### src/rtl/wb_arbiter.sv
// Writeback arbiter: single-cycle ALU results win the register-file write
// port; long-latency results wait in a small FIFO. Also tracks pending dests.
// Ports: clk, rst (async active-low); alu_v/alu_rd/alu_data (ALU result);
// lsu_v/lsu_rd/lsu_data/lsu_rdy (long-latency result, handshake);
// issue_v/issue_rd (long-latency issue); wb_we/wb_addr/wb_data (regfile
// write, registered); busy (pending mask); stall; waw_err (sticky).
module wb_arbiter #(
    parameter int FIFO_DEPTH = 2
) (
    input  logic        clk,
    input  logic        rst,
    input  logic        alu_v,
    input  logic [4:0]  alu_rd,
    input  logic [31:0] alu_data,
    input  logic        lsu_v,
    input  logic [4:0]  lsu_rd,
    input  logic [31:0] lsu_data,
    output logic        lsu_rdy,
    input  logic        issue_v,
    input  logic [4:0]  issue_rd,
    output logic        wb_we,
    output logic [4:0]  wb_addr,
    output logic [31:0] wb_data,
    output logic [31:0] busy,
    output logic        stall,
    output logic        waw_err
);
    localparam int CW = $clog2(FIFO_DEPTH + 1);
    localparam int PW = (FIFO_DEPTH > 1) ? $clog2(FIFO_DEPTH) : 1;
    localparam logic [CW-1:0] DEPTH_C = CW'(FIFO_DEPTH);
    localparam logic [PW-1:0] LAST_P  = PW'(FIFO_DEPTH - 1);

    logic [4:0]    fifo_rd   [FIFO_DEPTH];
    logic [31:0]   fifo_data [FIFO_DEPTH];
    logic [CW-1:0] count;
    logic [PW-1:0] rptr;
    logic [PW-1:0] wptr;
    logic          push;
    logic          pop;
    logic [4:0]    head_rd;
    logic [31:0]   head_data;
    logic [31:0]   busy_nxt;

    // Both flags look only at the registered count, so a push and a pop on
    // the same edge never let a full buffer take a new entry.
    assign lsu_rdy   = (count < DEPTH_C);
    assign stall     = (count >= (DEPTH_C - CW'(1)));
    assign push      = lsu_v & lsu_rdy;
    assign pop       = ~alu_v & (count != '0);
    assign head_rd   = fifo_rd[rptr];
    assign head_data = fifo_data[rptr];

    // Clear for the entry being written back, then set for a new issue, so
    // a same-cycle issue to the same register keeps the bit set.
    always_comb begin
        busy_nxt = busy;
        if (pop) begin
            busy_nxt[head_rd] = 1'b0;
        end
        if (issue_v) begin
            busy_nxt[issue_rd] = 1'b1;
        end
        busy_nxt[0] = 1'b0;
    end

    always_ff @(posedge clk) begin
        if (push) begin
            fifo_rd[wptr]   <= lsu_rd;
            fifo_data[wptr] <= lsu_data;
        end
    end

    always_ff @(posedge clk or negedge rst) begin
        if (!rst) begin
            count   <= '0;
            rptr    <= '0;
            wptr    <= '0;
            busy    <= '0;
            waw_err <= 1'b0;
            wb_we   <= 1'b0;
            wb_addr <= '0;
            wb_data <= '0;
        end else begin
            if (push) begin
                wptr <= (wptr == LAST_P) ? '0 : wptr + PW'(1);
            end
            if (pop) begin
                rptr <= (rptr == LAST_P) ? '0 : rptr + PW'(1);
            end
            if (push && !pop) begin
                count <= count + CW'(1);
            end else if (pop && !push) begin
                count <= count - CW'(1);
            end
            busy <= busy_nxt;
            if (alu_v && busy[alu_rd]) begin
                waw_err <= 1'b1;
            end
            if (alu_v) begin
                wb_we   <= (alu_rd != 5'd0);
                wb_addr <= alu_rd;
                wb_data <= alu_data;
            end else if (pop) begin
                wb_we   <= (head_rd != 5'd0);
                wb_addr <= head_rd;
                wb_data <= head_data;
            end else begin
                wb_we <= 1'b0;
            end
        end
    end
endmodule

### config.mk
export PLATFORM = sky130hd
export DESIGN_NAME = wb_arbiter
export DESIGN_NICKNAME = d
export VERILOG_FILES = /design/src/rtl/wb_arbiter.sv
export SDC_FILE = /design/constraint.sdc
export NUM_CORES = 1
export LEC_CHECK = 0
export CORE_ASPECT_RATIO = 0.8
export CORE_MARGIN = 2
export CORE_UTILIZATION = 44
export DETAILED_ROUTE_END_ITERATION = 12
export PLACE_DENSITY = 0.75
export SYNTH_ARGS = -nofsm -noshare
export SYNTH_HDL_FRONTEND = slang
export SYNTH_SLANG_ARGS = --single-unit
### constraint.sdc
create_clock -name clk -period 2.7 [get_ports clk]
set_clock_uncertainty 0.2 [all_clocks]
set_input_delay 0.54 -clock clk [delete_from_list [all_inputs] [get_ports clk]]
set_output_delay 0.54 -clock clk [all_outputs]
set_load 0.02 [all_outputs]
==> summary.md, run 1 <==
| Metric | Value |
|---|---|
| Starting DRC count in detailed routing | `482` |
| Max Slew Vio Count | `0` |
| # rows | `38` |
| I/O Pins | `157` |
| Max_cap viols | `0` |
| Depth of the CTS H-tree | `4` |
| Via/cell ratio | `5.51` |
| Synth Warn # | `0` |
| Detail Route Antenna Nets | `0` |
| Core region area | `13,600 um2` |
| Vias in the first global route | `4,501` |
| Layout cell share with drive strength beyond 1 | `8.22%` |
| WP data arrival | `1.68 ns` |
| CTS Sinks | `148` |
| Syn Inst Count | `499` |
| N_diodes | `0` |
| TritonCTS clock tree | `yes` |
| Worst R2R Path Depth | `4` |
| Total GRT Usage | `21.2%` |
| Fillers | `1,025` |
| First-pass GRT wire length | `23.7 mm` |
| Port-buffer cells | `155` |
| Netlist cell types | `36` |
| Crit path max fanout | `2` |
| Ys async rst share | `50.0%` |
| Root buffer cell | `clkbuf_16` |
| Reg clk slew, reported paths | `0.06 ns` |
| Initial core utilization | `45.5%` |
| Total wire length | `15.3 mm` |
| Ys flop type | `edfxtp_1` |
| Sequential-to-total area share from yosys stat | `65.7%` |
| Min setup slack post-route | `0.281 ns` |
| Req. time, crit path | `1.96 ns` |
| Largest area contributor in the netlist | `edfxtp_1` |
| Synth Register Bits | `148` |
| Critical path class | `reg2out` |
| Die Height | `110 um` |
| Worst slew pin tran | `0.739 ns` |
| Worst Hold Class | `reg2reg` |
| Initial antenna violation count | `0` |
| Dpl cells | `816` |
| WHS Path Cells | `1` |
| Wirelength per Cell | `18.1 um` |
| Clock Tree Buf Depth | `2` |
| Dpl hpwl | `10.7 mm` |
| CP Capture Type | `primary output` |
| Final hold vios | `0` |
| Largest cells by area after synthesis | `edfxtp_1 (36%), dfrtp_1 (30%), o21ai_0 (8.1%)` |
| Total setup buffers inserted after CTS | `0` |
| Final #Nets | `743` |
| EDFF count, synth | `74` |
| Total grt overflow | `0` |
| Total vias in the final route | `4,681` |
| Commonest non-fill, non-tap cells in the layout | `clkdlybuf4s50_1 (153), o21ai_0 (100), edfxtp_1 (74), dfrtp_1 (73), mux2i_1 (47)` |
| Design Power | `9.41 mW` |
| Post-synth top area share | `35.8%` |
| Crit start category | `register` |
| Fmax | `413 MHz` |
| 1st-pass router iterations | `6` |
| P&R area growth vs syn | `37.8%` |
| Final min period | `2.42 ns` |
| Skew-Pair Late Insertion Delay | `0.41 ns` |
| Setup slack after placement | `0.194 ns` |
| Drt drc | `0` |
| Post-Synthesis Cell Area | `6200 um2` |
| Max IR drop VDD | `824 uV` |
| Status | `completed` |
| Setup violators final | `0` |
| RSZ-0062 raised after global routing | `no` |
| Post-route insts no fill | `849` |
| Final Cycle Share | `89.6%` |
| Syn nets | `586` |
| Pleak | `3.33 nW` |
| Worst slew margin relative to its limit | `50.7%` |
| RePlAce Congestion | `0.899` |
| Die width | `137 um` |
| Commonest non-fill, non-tap cell in the layout | `clkdlybuf4s50_1` |
| Total CTS buffers | `17` |
| Avg Inst Size Synth | `12.4 um2` |
| Pin count of the biggest net entering global routing | `72` |
| PwrDens | `1100 nW/um2` |
| Die Area | `15,100 um2` |
| Setup TNS | `0 ns` |
[where the power goes]
group	leakage [nW]	switching (mW)	internal, mW
Combinational	1.46	1.92	1.58
Clock	0.298	0.860	1.49
Sequential	1.57	0.473	3.09
Total	3.33	3.25	6.16
[cell type report]
class                      count  area (um2)  share of cell area, %
clock buffer                  21         460                   5.39
clock inverter                11         133                   1.55
inverter                       7        26.3                  0.307
multi-input combinational    318        1980                   23.1
sequential                   148        4080                   47.7
tap                          180         225                   2.64
timing repair buffer         164        1650                   19.3
[logic make-up (layout without fill, tap and decap cells)]
group | count (synthesis) | in the layout | share of synthesized area (%)
AOI/OAI and AO/OA | 145 | 145 | 12.3
xor gates and xnor gates | 4 | 4 | 0.565
adders and majority gates | 3 | 3 | 0.605
buffers and inverters | 33 | 203 | 2.66
DFF | 148 | 148 | 65.7
muxes | 57 | 57 | 10.3
other | 1 | 1 | 0.0605
and+or+nand+nor | 108 | 108 | 7.85
[synthesized netlist by cell type (6+ instances only)]
cell and instances:
nand2_1 40, nor2_1 36, mux2i_1 47, clkbuf_1 9, o21ai_0 100, dfrtp_1 74
buf_1 6, a21oi_1 35, mux2_2 6, buf_4 6, edfxtp_1 74, inv_1 7
nand3_1 16
[sequential cells by signal, indices dropped and copies added (netlist names)]
register,flops
busy,31
count,2
fifo_data,64
fifo_rd,10
rptr,1
waw_err,1
wb_addr,5
wb_data,32
wb_we,1
wptr,1
[metal layers]
metal  global-route usage (%)  up-vias  routed length, um
met5                        0        -                  0
li1                         -     2151                  -
met1                     27.3     2289               6460
met2                     33.0      208               7330
met4                     8.93        0                373
met3                     7.00       33               1160
[what timing repair did]
| action | CTS | global route |
|---|---|---|
| hold buffers | 1 | 0 |
| endpoints found under the hold margin | 42 | 0 |
| resized for setup | 0 | 0 |
[worst max-delay path: stages (launching register included)]
cell	delay, ns
dfrtp_1	0.36
inv_1	0.07
ha_1	0.20
inv_1	0.05
clkdlybuf4s50_1	0.59
[metrics by stage]
step                      hold WS (ns)  instance area, um2  util [%]
after floorplan                 0.0444                6210         -
after global placement           0.265                7940      58.2
after detailed placement         0.269                7940      58.2
after CTS                        0.280                8550      62.6
after global routing             0.297                8550      62.6
final                            0.278                8550      62.6
[path summary, 6_finish.rpt]
| path | slack [ns] | end | from |
|---|---|---|---|
| max | 0.28 | stall | count[0] |
| min | 0.28 | count[0] | count[0] |
| max reg2reg | 0.56 | wb_we | rptr |
| min reg2reg | 0.28 | count[0] | count[0] |
| max in group asynchronous | 1.21 | wb_data[9] | rst |
| min in group asynchronous | 0.47 | wb_we | rst |
Power figures use the tool's default switching activity.
==> inputs of run 2 (changes only) <==
Settings changed: TNS_END_PERCENT from default to 100.
==> results of run 2 <==
The final DEF is identical to that of run 1; final timing and power are the same.
==> inputs of run 3 (changes only) <==
Settings changed: CTS_CLUSTER_DIAMETER from default to 150.
==> results of run 3 <==
The final DEF is identical to that of run 1; final timing and power are the same.
